[config.mk]
export PLATFORM = sky130hd
export DESIGN_NAME = alu_sequencer
export DESIGN_NICKNAME = d
export VERILOG_FILES = /design/src/rtl/alu_pkg.sv /design/src/rtl/alu_flag_reg.sv /design/src/rtl/alu_sequencer.sv
export SDC_FILE = /design/constraint.sdc
export NUM_CORES = 1
export LEC_CHECK = 0
export CORE_MARGIN = 10
export CORE_UTILIZATION = 44
export DETAILED_ROUTE_END_ITERATION = 7
export HOLD_SLACK_MARGIN = 0.15
export PLACE_DENSITY = 0.91
export SETUP_SLACK_MARGIN = 0.05
export SLEW_MARGIN = 20
export SYNTH_ARGS = -nofsm -noshare
export SYNTH_HDL_FRONTEND = slang
export SYNTH_SLANG_ARGS = --single-unit
[constraint.sdc]
create_clock -name clk -period 3.8 [get_ports clk]
set_clock_uncertainty 0.1 [all_clocks]
set_input_delay 0.76 -clock clk [delete_from_list [all_inputs] [get_ports clk]]
set_output_delay 0.76 -clock clk [all_outputs]
set_load 0.05 [all_outputs]
[src/rtl/alu_pkg.sv]
// Shared definitions for the ALU sequencer: opcodes, FSM states, flag layout
// and opcode classification helpers.
package alu_pkg;

    localparam logic [7:0] OP_NOP = 8'h00;
    localparam logic [7:0] OP_ADD = 8'h01;
    localparam logic [7:0] OP_SUB = 8'h02;
    localparam logic [7:0] OP_MUL = 8'h03;
    localparam logic [7:0] OP_AND = 8'h04;
    localparam logic [7:0] OP_OR  = 8'h05;
    localparam logic [7:0] OP_XOR = 8'h06;
    localparam logic [7:0] OP_INC = 8'h07;
    localparam logic [7:0] OP_DEC = 8'h08;
    localparam logic [7:0] OP_ROR = 8'h09;
    localparam logic [7:0] OP_ROL = 8'h0A;
    localparam logic [7:0] OP_RSH = 8'h0B;
    localparam logic [7:0] OP_LSH = 8'h0C;

    typedef enum logic [1:0] {
        ST_IDLE,
        ST_EXEC,
        ST_DONE
    } state_e;

    localparam int FLAG_C  = 0;
    localparam int FLAG_Z  = 1;
    localparam int FLAG_P  = 2;
    localparam int FLAG_EQ = 3;
    localparam int FLAG_GT = 4;
    localparam int FLAG_W  = 5;

    function automatic logic writes_carry(input logic [7:0] op);
        return (op == OP_ADD) || (op == OP_SUB) || (op == OP_ROR) ||
               (op == OP_ROL) || (op == OP_RSH) || (op == OP_LSH);
    endfunction

    function automatic logic is_legal(input logic [7:0] op);
        return op <= OP_LSH;
    endfunction

endpackage

[src/rtl/alu_flag_reg.sv]
// Architectural flag register; loads on capture, with carry only written when
// the executing opcode produces a meaningful carry.
module alu_flag_reg
    import alu_pkg::*;
(
    input  logic              clk,
    input  logic              rst,
    input  logic              i_capture,
    input  logic              i_carry_we,
    input  logic [FLAG_W-1:0] i_flags,
    output logic [FLAG_W-1:0] o_flags
);

    logic [FLAG_W-1:0] r_flags;
    logic [FLAG_W-1:0] w_flags_next;

    always_comb begin
        w_flags_next         = i_flags;
        w_flags_next[FLAG_C] = i_carry_we ? i_flags[FLAG_C] : r_flags[FLAG_C];
    end

    // NOTE: sequential state uses non-blocking assignments so every register
    // samples pre-edge values regardless of block ordering.
    always_ff @(posedge clk or posedge rst) begin
        if (rst) begin
            r_flags <= '0;
        end else if (i_capture) begin
            r_flags <= w_flags_next;
        end
    end

    assign o_flags = r_flags;

endmodule

[src/rtl/alu_sequencer.sv]
// Single-issue ALU controller: latches a request, holds the ALU inputs for an
// opcode-dependent number of cycles, then registers the result and flags.
module alu_sequencer
    import alu_pkg::*;
#(
    parameter int EXEC_CYCLES = 1,
    parameter int MUL_CYCLES  = 2,
    parameter int CNT_W       = 4
) (
    input  logic        clk,
    input  logic        rst,
    input  logic        req_valid,
    output logic        req_ready,
    input  logic [7:0]  req_instruction,
    input  logic [15:0] req_op1,
    input  logic [15:0] req_op2,
    output logic        rsp_valid,
    input  logic        rsp_ready,
    output logic [15:0] rsp_result,
    output logic        rsp_illegal,
    output logic [7:0]  alu_instruction,
    output logic [15:0] alu_op1,
    output logic [15:0] alu_op2,
    input  logic [15:0] alu_out,
    input  logic        alu_carry,
    input  logic        alu_parity,
    input  logic        alu_eq,
    input  logic        alu_gt,
    output logic        flag_carry,
    output logic        flag_zero,
    output logic        flag_parity,
    output logic        flag_eq,
    output logic        flag_gt,
    output logic        busy
);

    localparam logic [CNT_W-1:0] EXEC_LOAD = CNT_W'(EXEC_CYCLES - 1);
    localparam logic [CNT_W-1:0] MUL_LOAD  = CNT_W'(MUL_CYCLES - 1);

    state_e            r_state, w_state_next;
    logic [CNT_W-1:0]  r_cnt;
    logic [7:0]        r_alu_instr;
    logic [15:0]       r_op1, r_op2, r_rsp_result;
    logic              r_rsp_illegal, r_skip;
    logic              w_accept, w_capture, w_skip_req;
    logic [15:0]       w_result;
    logic [FLAG_W-1:0] w_flags_in, w_flags;

    always_ff @(posedge clk or posedge rst) begin
        if (rst) r_state <= ST_IDLE;
        else     r_state <= w_state_next;
    end

    // NOTE: every always_comb output gets a default first so no path leaves a
    // signal unassigned, which would otherwise infer a latch.
    always_comb begin
        w_state_next = r_state;
        w_accept     = 1'b0;
        w_capture    = 1'b0;
        req_ready    = 1'b0;
        rsp_valid    = 1'b0;
        busy         = 1'b1;
        case (r_state)
            ST_IDLE: begin
                req_ready = 1'b1;
                busy      = 1'b0;
                if (req_valid) begin
                    w_accept     = 1'b1;
                    w_state_next = ST_EXEC;
                end
            end
            ST_EXEC: begin
                if (r_cnt == '0) begin
                    w_capture    = 1'b1;
                    w_state_next = ST_DONE;
                end
            end
            ST_DONE: begin
                rsp_valid = 1'b1;
                if (rsp_ready) w_state_next = ST_IDLE;
            end
            default: w_state_next = ST_IDLE;
        endcase
    end

    // NOP/illegal spend their single cycle in EXEC with the ALU left at NOP,
    // giving the same one-cycle response latency as simple ops.
    assign w_skip_req = (req_instruction == OP_NOP) || !is_legal(req_instruction);

    always_ff @(posedge clk or posedge rst) begin
        if (rst) begin
            r_cnt         <= '0;
            r_alu_instr   <= OP_NOP;
            r_op1         <= '0;
            r_op2         <= '0;
            r_rsp_result  <= '0;
            r_rsp_illegal <= 1'b0;
            r_skip        <= 1'b0;
        end else begin
            if (w_accept) begin
                r_skip        <= w_skip_req;
                r_rsp_illegal <= !is_legal(req_instruction);
                if (w_skip_req) begin
                    r_cnt <= '0;
                end else begin
                    r_alu_instr <= req_instruction;
                    r_op1       <= req_op1;
                    r_op2       <= req_op2;
                    r_cnt       <= (req_instruction == OP_MUL) ? MUL_LOAD : EXEC_LOAD;
                end
            end else if (r_state == ST_EXEC && r_cnt != '0) begin
                r_cnt <= r_cnt - 1'b1;
            end
            if (w_capture) begin
                r_rsp_result <= r_skip ? 16'h0000 : w_result;
                r_alu_instr  <= OP_NOP;
            end
        end
    end

    assign w_result = (r_alu_instr == OP_MUL) ? alu_out : {8'h00, alu_out[7:0]};

    always_comb begin
        w_flags_in          = '0;
        w_flags_in[FLAG_C]  = alu_carry;
        w_flags_in[FLAG_Z]  = (w_result == 16'h0000);
        w_flags_in[FLAG_P]  = alu_parity;
        w_flags_in[FLAG_EQ] = alu_eq;
        w_flags_in[FLAG_GT] = alu_gt;
    end

    alu_flag_reg u_flag_reg (
        .clk        (clk),
        .rst        (rst),
        .i_capture  (w_capture && !r_skip),
        .i_carry_we (writes_carry(r_alu_instr)),
        .i_flags    (w_flags_in),
        .o_flags    (w_flags)
    );

    assign rsp_result      = r_rsp_result;
    assign rsp_illegal     = r_rsp_illegal;
    assign alu_instruction = r_alu_instr;
    assign alu_op1         = r_op1;
    assign alu_op2         = r_op2;
    assign flag_carry      = w_flags[FLAG_C];
    assign flag_zero       = w_flags[FLAG_Z];
    assign flag_parity     = w_flags[FLAG_P];
    assign flag_eq         = w_flags[FLAG_EQ];
    assign flag_gt         = w_flags[FLAG_GT];

endmodule

# Word-level counts from Yosys, hierarchy flattened
# Cells that the tools add are included.
# totals
register_bits,69
# op_classes
add_sub_neg,1
order_cmp,1
eq_ne,14
muxes,20
bitwise,1
n_reduce_logical,21
# op_table
op,count
$eq 8x4->1 const B,4
$mux 16,2
$eq 8x2->1 const B,3
$mux 8,3
$logic_not 16->1,1
$mux 1,9
$eq 8x1->1 const B,1
$le 8x4->1 const B,1
$logic_not 8->1,1
$mux 4,2
$ne 2x2->1 const B,4
$logic_or 1x1->1,6
$mux 2,3
$pmux 2 s3,1
$reduce_and 2->1,3
$logic_not 4->1,1
$reduce_bool 2->1,2
$reduce_bool 4->1,1
$sub 4x1->4 const B,1
$reduce_and 3->1,1
$eq 2x1->1 const B,1
$eq 2x2->1 const B,1
$logic_and 1x1->1,2
$logic_not 1->1,2
other kinds (2),2

# Longest topological paths before layout
# logic_depth
depth_word,7
ltp_mapped,8

# By module
# Synthesis repeated with hierarchy kept, for this count alone.
# unflattened
hier_cells,231
area_unflattened_um2,3128.0
# by_module_without_submodules
mod,n_inst,cells_each,area_per_inst_um2,seq_area_each_um2
alu_sequencer,1,219,2932.8,1601.5
alu_flag_reg,1,12,195.2,125.1

# Worst setup path after synthesis
# OpenSTA, ideal clock, no wires.
# synth_timing
kind,input-to-reg
from,input port req_instruction[3]
to,"register r_op1[0], in the netlist alu_op1[0]"
setup_time_ns,0.125
arrival_time_ns,2.052
setup_slack_ns,1.523
stages,4
n_path_buf,1
path_cell_list,or4_1 > nand4_4 > buf_2 > mux2_2
# synth_via
elab_chain_cells,5
# synth_lines
item,line_no,rtl
start: declaration,alu_sequencer.sv:14,"input logic [7:0] req_instruction,"
$le 8x4->1,alu_pkg.sv:38,return op <= OP_LSH;
$logic_not 1->1,alu_sequencer.sv:88,assign w_skip_req = (req_instruction == OP_NOP) || !is_legal(req_instruction);
$logic_or 1x1->1 *,alu_sequencer.sv:88,
$not 1->1 (no line) *,-,
$reduce_and 2->1 (no line) *,-,
end signal: assignment,alu_sequencer.sv:107,r_op1 <= req_op1;
end: declaration,alu_sequencer.sv:43,"logic [15:0] r_op1, r_op2, r_rsp_result;"
# Mark *: on every way between the ends. The rest lies on a longest branch, timed or not.
# A chain may end at the register's enable or synchronous reset.

# Worst setup path after layout
# layout_timing
from,input port req_instruction[6]
to,"register r_alu_instr[3], in the netlist alu_instruction[3]"
# layout_via
elab_chain_cells,5
# layout_lines
item,line_no,rtl
$le 8x4->1,alu_pkg.sv:38,
$logic_not 1->1,alu_sequencer.sv:88,
$logic_or 1x1->1 *,alu_sequencer.sv:88,
$ne 2x2->1 (no line) *,-,
$reduce_and 2->1 (no line) *,-,
end signal: assignment,alu_sequencer.sv:106,r_alu_instr <= req_instruction;
end: declaration,alu_sequencer.sv:42,logic [7:0] r_alu_instr;
# Marked as above.

==> results.toml <==
[grt]
antenna_found_initial = 0
grt_pass1_wl_mm = 12.3
gr-max-usage-layer = "met2"
track_usage_pct = 15.4
grt-ovfl-total = 0
grt_start_max_net_pins = 70
first_global_vias = 2383
use_met1_pct = 15.8
use_met2_pct = 25.8
use_met3_pct = 8.04

[synthesis]
synth_area_leaders = "dfrtp_1, mux2_2, a22o_1"
yosysSeqAreaShare_pct = 61.1
synth_common_cells = "dfrtp_1, mux2_2, o21ai_0"
synth_edf_count = 0
syn_area_mm2 = 0.00283
syn-num-nets = 280
yosysTopAreaCell = "dfrtp_1"
synth.avg_cell_area_um2 = 13.1
netlist.area_leader.share_pct = 61.1
async_flop_share_pct = 100
ys.warnings.count = 0
synth_ff_type = "dfrtp_1"
ys_ff_latch = 69
syn_inst = 215
yosysUniqueCellTypes = 38
synth.most_common_cell = "dfrtp_1"

[routing]
vias_per_cell = 5.04
drtAntennaViolNets = 0
wl_per_cell_um = 17.8
wirelength_mm = 7.67
drt_iter0_markers = 49
drtPass1Iterations = 4
vias = 2176
drc = 0

[timing]
layout_setup_ws_ns = 1.01
hold_viol_final = 0
finalCritPeriodShare_pct = 73.5
slew-limit-headroom_pct = 43.6
rsz0062_at_grt = "false"
max_freq_mhz = 358
maxSlewViolCount = 0
worstMarginPinSlew_ns = 0.846
whs_ns = 0.389
setup-violations-final = 0
tns_ns = 0
period_minus_slack_ns = 2.79

[clock_tree]
hold_buffers = 0
ctsLongestPathBuffers = 2
htreeDepth = 3
cts_tree = "yes"
cts_resized = 0
cts_buffers = 9
clk-insertion-delay-late_ns = 0.34
clk_pin_slew_ns = 0.07
clock_sinks = 69
cts-root-buf = "clkbuf_8"
cts_setup_buffers = 0

[layout]
diodes = 0
drive_gt1_share_pct = 18.6
area_delta_synth_final_pct = 55.5
fillCellCount = 456
regArea_mm2 = 0.00173
multi_input_area_mm2 = 0.00103
fin_nets = 415
final_core_util_pct = 70.0

[outcome]
outcome = "completed"

[power]
p_seq_share_pct = 32.2
vdd_drop_max_mv = 0.576
finalPower_w = 0.00340
p_int_w = 0.00191
p_comb_share_pct = 50.6
powerDensity_mw_per_mm2 = 774
leakage_nw = 1.96
p_switching_w = 0.00149
power_frac_clock_pct = 17.2
swShare_pct = 43.9

[hold_path]
hold_path.class = "flip-flop to flip-flop"

[worst_setup_path]
worstSetupPathType = "input port to flip-flop"
start_kind = "input port"
endpoint_kind = "flip-flop"
cp.required_ns = 3.91
path_max_fanout = 34
crit_arrival_ns = 2.90

[floorplanning]
dieArea_mm2 = 0.0100
core_area_mm2 = 0.00628
start_util_pct = 45.0
die_w_um = 100
io_pins = 129
fp-row-count = 29
die_h_um = 100

[placed_design]
pre_cts_ws_ns = 0.624
gp_congestion = 0.829
portBuffers = 128
hpwlAfterDp_mm = 6.03

[job]
maxCapViolations = 0
-- path summary, 6_finish.rpt --
kind | to | depth (start not counted) | start | slack (ns)
min in group asynchronous | alu_op1[4] | 3 | rst | 0.88
max in group asynchronous | rsp_result[11] | 3 | rst | 2.16
setup / recovery | alu_instruction[3] | 6 | req_instruction[6] | 1.01
hold reg to reg | rsp_result[5] | 2 | rsp_result[5] | 0.39
hold / removal | rsp_result[5] | 2 | rsp_result[5] | 0.39
setup reg to reg | rsp_result[11] | 7 | r_cnt[0] | 1.27
-- cell families after synthesis --
| kind of cell | share of synthesized area (%) |
|---|---|
| adders and majority gates | 0.443 |
| and+or+nand+nor | 13.1 |
| xor gates and xnor gates | 0.930 |
| DFF | 61.1 |
| buffers and inverters | 2.57 |
| muxes | 15.3 |
| AOI/OAI and AO/OA | 6.60 |
-- state kept, by name, summed over array words and instances, names as in the netlist --
name / flops
u_flag_reg.o_flags: 5
r_cnt: 4
alu_instruction: 8
alu_op1: 16
rsp_illegal: 1
alu_op2: 16
r_skip: 1
rsp_result: 16
r_state: 2
-- stage by stage --
step / std cells / cell area, um2
floorplan: 215 / 2830
global placement: 416 / 4200
detailed placement: 416 / 4200
CTS: 432 / 4390
global route: 432 / 4390
finish: 432 / 4390
-- layout by cell type (no fill, tap or decap), types with 2 or more instances in the layout --
cell type,Yosys,layout
clkdlybuf4s50_1,0,128
dfrtp_1,69,69
mux2_2,36,36
o21ai_0,14,14
nand2b_1,10,10
nand2_1,10,10
clkbuf_8,0,10
a22o_1,8,8
inv_1,9,8
nor2_1,6,6
nand3_1,6,6
nor4_1,5,5
buf_4,0,5
or4_1,4,4
and3_1,3,3
xor2_1,2,2
or2_2,2,2
clkbuf_1,5,2
clkinv_2,0,2
-- power groups by stage --
stage | registers (W) | logic (W) | clock network (W)
2_1_floorplan | 0.00181 | 0.000411 | 0
3_3_place_gp | 0.00109 | 0.00171 | 0
3_5_place_dp | 0.00111 | 0.00174 | 0
4_1_cts | 0.00110 | 0.00175 | 0.000601
5_1_grt | 0.00113 | 0.00181 | 0.000634
6_report | 0.00110 | 0.00172 | 0.000585
-- worst max-delay path: stages --
cell and delay [ns]:
clkdlybuf4s50_1 0.42, nor4_1 0.55, nand4_4 0.62, buf_4 0.38, nand3_1 0.08, o21ai_0 0.08
-- per-layer routing --
layer,up-vias,wire (um)
met1,1059,2790
met2,81,3900
met4,0,129
li1,1026,-
met5,-,0
met3,10,853
-- layout make-up --
class,instances,area share (%)
repair buffers,133,30.0
clock buffers,12,3.30
multi-input cells,128,23.3
inverters,9,0.769
well taps,77,2.19
flip-flops and latches,69,39.3
clock inverters,4,1.08
Power figures use the tool's default switching activity.
